`src/rtl/seg7_pkg.sv`:
```
// Shared definitions for the seven-segment scan driver: segment table,
// blank pattern and the index-width helper.
package seg7_pkg;

    localparam logic [6:0] SEG_BLANK = 7'h7F;

    // Active-low patterns, seg[6]=a ... seg[0]=g, indexed by hex nibble
    localparam logic [6:0] SEG_TABLE [16] = '{
        7'h01, 7'h4F, 7'h12, 7'h06, 7'h4C, 7'h24, 7'h20, 7'h0F,
        7'h00, 7'h04, 7'h08, 7'h60, 7'h31, 7'h42, 7'h30, 7'h38
    };

    function automatic int clog2(input int v);
        int r;
        r = 0;
        while ((1 << r) < v) begin
            r = r + 1;
        end
        return r;
    endfunction

    function automatic logic [6:0] decode(input logic [3:0] nib);
        return SEG_TABLE[nib];
    endfunction

endpackage

```
`src/rtl/seg7_scan_driver_scan_timer.sv`:
```
// Slot prescaler and digit index counter for the scan driver.
module scan_timer
    import seg7_pkg::*;
#(
    parameter int N_DIGITS    = 4,
    parameter int REFRESH_DIV = 50000,
    parameter int IDX_W       = (N_DIGITS > 1) ? clog2(N_DIGITS) : 1
) (
    input  logic             clk,
    input  logic             rst,
    output logic             tick,
    output logic [IDX_W-1:0] index,
    output logic             frame_wrap
);

    localparam int CNT_W = clog2(REFRESH_DIV);

    logic [CNT_W-1:0] count;

    assign tick = (count == CNT_W'(REFRESH_DIV - 1));

    // Level signal: high for the whole final slot of a frame
    assign frame_wrap = (index == IDX_W'(N_DIGITS - 1));

    always_ff @(posedge clk) begin
        if (rst) begin
            count <= '0;
            index <= '0;
        end else begin
            if (tick) begin
                count <= '0;
                if (frame_wrap) begin
                    index <= '0;
                end else begin
                    index <= index + IDX_W'(1);
                end
            end else begin
                count <= count + CNT_W'(1);
            end
        end
    end

endmodule

```
`src/rtl/seg7_scan_driver.sv`:
```
// Multiplexed seven-segment driver with double-buffered frame data so a
// load never tears the frame currently being scanned.
module seg7_scan_driver
    import seg7_pkg::*;
#(
    parameter int N_DIGITS    = 4,
    parameter int REFRESH_DIV = 50000,
    parameter int LZ_BLANK    = 0
) (
    input  logic                    clk,
    input  logic                    rst,
    input  logic [4*N_DIGITS-1:0]   value,
    input  logic [N_DIGITS-1:0]     dp,
    input  logic [N_DIGITS-1:0]     digit_en,
    input  logic                    load,
    output logic [6:0]              seg,
    output logic                    dp_n,
    output logic [N_DIGITS-1:0]     an,
    output logic                    frame_done
);

    localparam int IDX_W = (N_DIGITS > 1) ? clog2(N_DIGITS) : 1;

    logic                  tick;
    logic                  frame_wrap;
    logic                  boundary;
    logic [IDX_W-1:0]      index;

    logic [4*N_DIGITS-1:0] pend_value, act_value;
    logic [N_DIGITS-1:0]   pend_dp, act_dp;
    logic [N_DIGITS-1:0]   pend_en, act_en;
    logic                  pend_flag;

    logic [N_DIGITS-1:0]   lz_mask;
    logic [3:0]            nib;
    logic [6:0]            seg_next;
    logic                  dp_n_next;
    logic [N_DIGITS-1:0]   an_next;

    scan_timer #(
        .N_DIGITS   (N_DIGITS),
        .REFRESH_DIV(REFRESH_DIV),
        .IDX_W      (IDX_W)
    ) u_timer (
        .clk       (clk),
        .rst       (rst),
        .tick      (tick),
        .index     (index),
        .frame_wrap(frame_wrap)
    );

    assign boundary = tick && frame_wrap;

    // Commit reads the old pending copy; a coincident load refills pending
    // afterwards, so the later assignment keeps the flag set.
    always_ff @(posedge clk) begin
        if (rst) begin
            pend_value <= '0;
            pend_dp    <= '0;
            pend_en    <= '0;
            pend_flag  <= 1'b0;
            act_value  <= '0;
            act_dp     <= '0;
            act_en     <= '0;
        end else begin
            if (boundary && pend_flag) begin
                act_value <= pend_value;
                act_dp    <= pend_dp;
                act_en    <= pend_en;
                pend_flag <= 1'b0;
            end
            if (load) begin
                pend_value <= value;
                pend_dp    <= dp;
                pend_en    <= digit_en;
                pend_flag  <= 1'b1;
            end
        end
    end

    // Digit k>0 is a leading zero when it and every higher nibble are zero
    always_comb begin
        lz_mask = '0;
        if (LZ_BLANK != 0) begin
            for (int k = 1; k < N_DIGITS; k++) begin
                lz_mask[k] = ((act_value >> (4 * k)) == '0);
            end
        end
    end

    always_comb begin
        nib       = act_value[4*int'(index) +: 4];
        an_next   = '1;
        seg_next  = SEG_BLANK;
        dp_n_next = 1'b1;
        if (act_en[index] && !lz_mask[index]) begin
            an_next[index] = 1'b0;
            seg_next       = decode(nib);
            dp_n_next      = ~act_dp[index];
        end
    end

    always_ff @(posedge clk) begin
        if (rst) begin
            seg        <= SEG_BLANK;
            dp_n       <= 1'b1;
            an         <= '1;
            frame_done <= 1'b0;
        end else begin
            seg        <= seg_next;
            dp_n       <= dp_n_next;
            an         <= an_next;
            frame_done <= boundary;
        end
    end

endmodule

```
`config.mk`:
```
export PLATFORM = sky130hd
export DESIGN_NAME = seg7_scan_driver
export DESIGN_NICKNAME = d
export VERILOG_FILES = /design/src/rtl/seg7_pkg.sv /design/src/rtl/seg7_scan_driver_scan_timer.sv /design/src/rtl/seg7_scan_driver.sv
export SDC_FILE = /design/constraint.sdc
export NUM_CORES = 1
export LEC_CHECK = 0
export CAP_MARGIN = 10
export CORE_MARGIN = 5
export CORE_UTILIZATION = 59
export DETAILED_ROUTE_END_ITERATION = 8
export PLACE_DENSITY = 0.93
export REMOVE_ABC_BUFFERS = 1
export SETUP_SLACK_MARGIN = 0.02
export SKIP_LAST_GASP = 1
export SLEW_MARGIN = 10
export SYNTH_ARGS = -nofsm -noshare
export SYNTH_HDL_FRONTEND = slang
export SYNTH_HIERARCHICAL = 1
export SYNTH_SLANG_ARGS = --single-unit
```
`constraint.sdc`:
```
create_clock -name clk -period 4.8 [get_ports clk]
set_input_delay 0.96 -clock clk [delete_from_list [all_inputs] [get_ports clk]]
set_output_delay 0.96 -clock clk [all_outputs]
set_load 0.1 [all_outputs]
```
==> summary.md <==
| Metric | Value |
|---|---|
| Status | finished clean |
| Crit end category | output pin |
| Pin count of the biggest net entering global routing | 57 |
| Reg2Reg Launch Point | u_timer/count[0] |
| Area delta synth->final | 18.2% |
| Buffer count from post-CTS setup fixing | 0 |
| RSZ-0062 raised after global routing | false |
| Reg2Reg Capture Point | act_value[2] |
| Top cells by area, synth | dfxtp_1, mux2i_1, nand2_1 |
| Critical path data required time | 3.84 ns |
| Min cycle time layout | 2.77 ns |
| First-pass GRT wire length | 10200 um |
| IO Port Bufs | 39 |
| Finished Layout Cells | around 450 |
| Static Leak | 0.00145 uW |
| Drt first pass iters | 4 |
| Critical path depth | 1 |
| Inst Count DP | roughly 430 |
| Ys flop type | dfxtp_1 |
| Library cells used by synthesis | 38 |
| Initial Util | 59.9% |
| Global Route Usage Sum | 17.4% |
| GRT overflow | 0 |
| Chip height | 84.3 um |
| Std cell rows | 27 |
| DRT Wirelength | approximately 5900 um |
| YS warnings | 6 |
| Root Buffer | clkbuf_8 |
| Worst Hold Endpoint | act_value[11] |
| Mean Syn Cell Area | 9.55 sq um |
| Leading cell types by count after synthesis | dfxtp_1, nand2_1, nor2_1 |
| Final Worst Setup Slack | about 2 ns |
| Reg2Reg Setup Slack | ~2.4 ns |
| 1st-iter DRT viols | 94 |
| Slew headroom | 33.7% |
| Post-synth top area share | roughly half |
| Crit-path slowest cell | clkdlybuf4s50_1 |
| CP delay by family, top | buffers and inverters |
| Critical path class | flip-flop to output pin |
| Hold_ws | 0.452 ns |
| Clock sinks | 80 |
| Ant diodes | 0 |
| Avg WL per Cell | 13.1 um |
| Period utilization | roughly 58% |
| Clock transition at path regs | 0.08 ns |
| Register area share after synthesis | 49.2% |
| Reg power frac | 54.3% |
| Worst-margin pin slew | 0.991 ns |
| Post_cts resized | 0 |
| Routability Congestion | 0.828 |
| Synthesized area | 3260 sq um |
| Sw power | 256 uW |
| CTS tree | done |
| Power per cell area | 328 nW/um^2 |
| Clock skew | 0.00572 ns |
| Final nets | 407 |
| ANT nets after route | 0 |
| Mapped Cells | 341 |
| Vias in the first global route | 2336 |
| CP arrival | 1.81 ns |
| HPWL after DPL | just over 4000 um |
| CTS Hold Bufs | 0 |
| Buffers & Inverters on Critical Path | 1 |
| Internal | 1010 uW |
| Pins Over Slew Limit | 0 |
| Startpoint Class | flip-flop |
| Final setup viols | 0 |
| Reg2reg path depth | 7 |
| Worst hold stages | 2 |
| Cell taking the most area after synthesis | dfxtp_1 |
| Clk buf depth | 2 |
| Switch share | 20.3% |
| Num CTS Buffers | 9 |
| Full die area | 7110 sq um |
| Clock share of power | 41.1% |
| Hold Fails Final Rpt | 0 |
| Final setup TNS | 0 ns |
| Dpl ws | roughly 2.3 ns |
| Number of H-tree levels | 3 |
| Placed instance area | about 3600 sq um |
| Worst path cell trace | clkdlybuf4s50_1 |
| DRC errors left | 0 |
| Io pins | 40 |
| Hold_sp | pend_value[11] |
| Final instance area | 3850 sq um |
| Combinational share of power | about 4.6% |
| Clock latency on the worst-skew pair | around 0.35 ns |
| Initial antenna violation count | 0 |
| #FFs+latches synth | 80 |
| Chip width | approximately 84 um |
| Most common cell in the synthesized netlist | dfxtp_1 |
| Max-Cap Viols | 0 |
| Peak supply drop | 209 uV |
| Peak Freq | 361 MHz |
| Number of flops mapped to enable cells by yosys | 0 |
| Max incr delay on CP | 1.14 ns |
| DR vias/cell | approximately 5.4 |
| Layout cells sized above 1 | about 7.4% |
| Total number of vias | 2424 |
| Worst min path class | flip-flop to flip-flop |
| Core box area | 5440 sq um |
| Ys async rst share | 0% |
| Critical path fanouts, max | 1 |
[per-stage QoR]
step / power (uW) / utilization, %
2_1_floorplan: 722 / -
3_3_place_gp: 757 / 66.8
3_5_place_dp: 760 / 66.8
4_1_cts: 1270 / 70.8
5_1_grt: 1310 / 70.8
6_report: 1260 / 70.8
[registers in the layout, summed over array words and instances (netlist names)]
register       flops
act_value         16
pend_value        16
u_timer/count     16
seg                7
act_dp             4
act_en             4
an                 4
pend_dp            4
pend_en            4
u_timer/index      2
dp_n               1
frame_done         1
pend_flag          1
[per-layer routing]
layer  track usage [%]  vias up  wire [um]
met1              20.6     1138       2570
met4              7.16        0         89
li1                  -     1215          -
met2              30.7       59       2920
met5                 0        -          0
met3              3.53       12        306
[cell usage in the layout, fill, tap and decap left out, types with 2 or more instances in the layout]
cell and instances:
dfxtp_1 80, nand2_1 56, nor2_1 49, clkdlybuf4s50_1 38, a21oi_1 28, mux2i_1 28, clkbuf_8 13, xnor2_1 13
inv_1 10, nand3_1 8, ha_1 8, o221ai_1 4, nor3_1 4, mux4_1 3, mux4_2 3, nor4_1 3
nand3b_1 2, o211ai_1 2, nand2b_1 2, and4bb_2 2, nand4_1 2
[area by class of cell]
type                    count  area [sq um]
clock buffers              14           183
clock inverters             2          35.0
fillers                   390          1590
inverters                  10          37.5
multi-input cells         231          1510
flip-flops and latches     80          1600
well taps                  72          90.1
repair buffers             40           393
[worst max-delay path by stage]
| stage | startpoint | endpoint | slack (ns) |
|---|---|---|---|
| 2_1_floorplan | u_timer/index[0] | seg[0] | 2.78 |
| 3_3_place_gp | rst | seg[3] | 2.34 |
| 3_5_place_dp | rst | u_timer/count[10] | 2.30 |
| 4_1_cts | an[2] | an[2] | 2.01 |
| 5_1_grt | seg[3] | seg[3] | 1.99 |
| 6_report | an[2] | an[2] | 2.03 |
[logic make-up (layout without fill, tap and decap cells)]
kind of cell	Yosys count	in the layout	synth area share [%]
adders and majority gates	8	8	3.07
AOI/OAI and AO/OA	38	38	6.72
buffers and inverters	30	66	4.46
DFF	80	80	49.2
xor gates and xnor gates	14	14	3.76
and+or+nand+nor	137	137	19.7
muxes	34	34	13.1
[power groups by stage]
stage / clock [uW] / combinational [uW] / sequential [uW]
3_3_place_gp: 0 / 56.3 / 701
3_5_place_dp: 0 / 58.3 / 702
6_report: 520 / 57.7 / 687
4_1_cts: 530 / 58.5 / 686
5_1_grt: 559 / 64.6 / 688
2_1_floorplan: 0 / 22.6 / 699
Power figures use the tool's default switching activity.
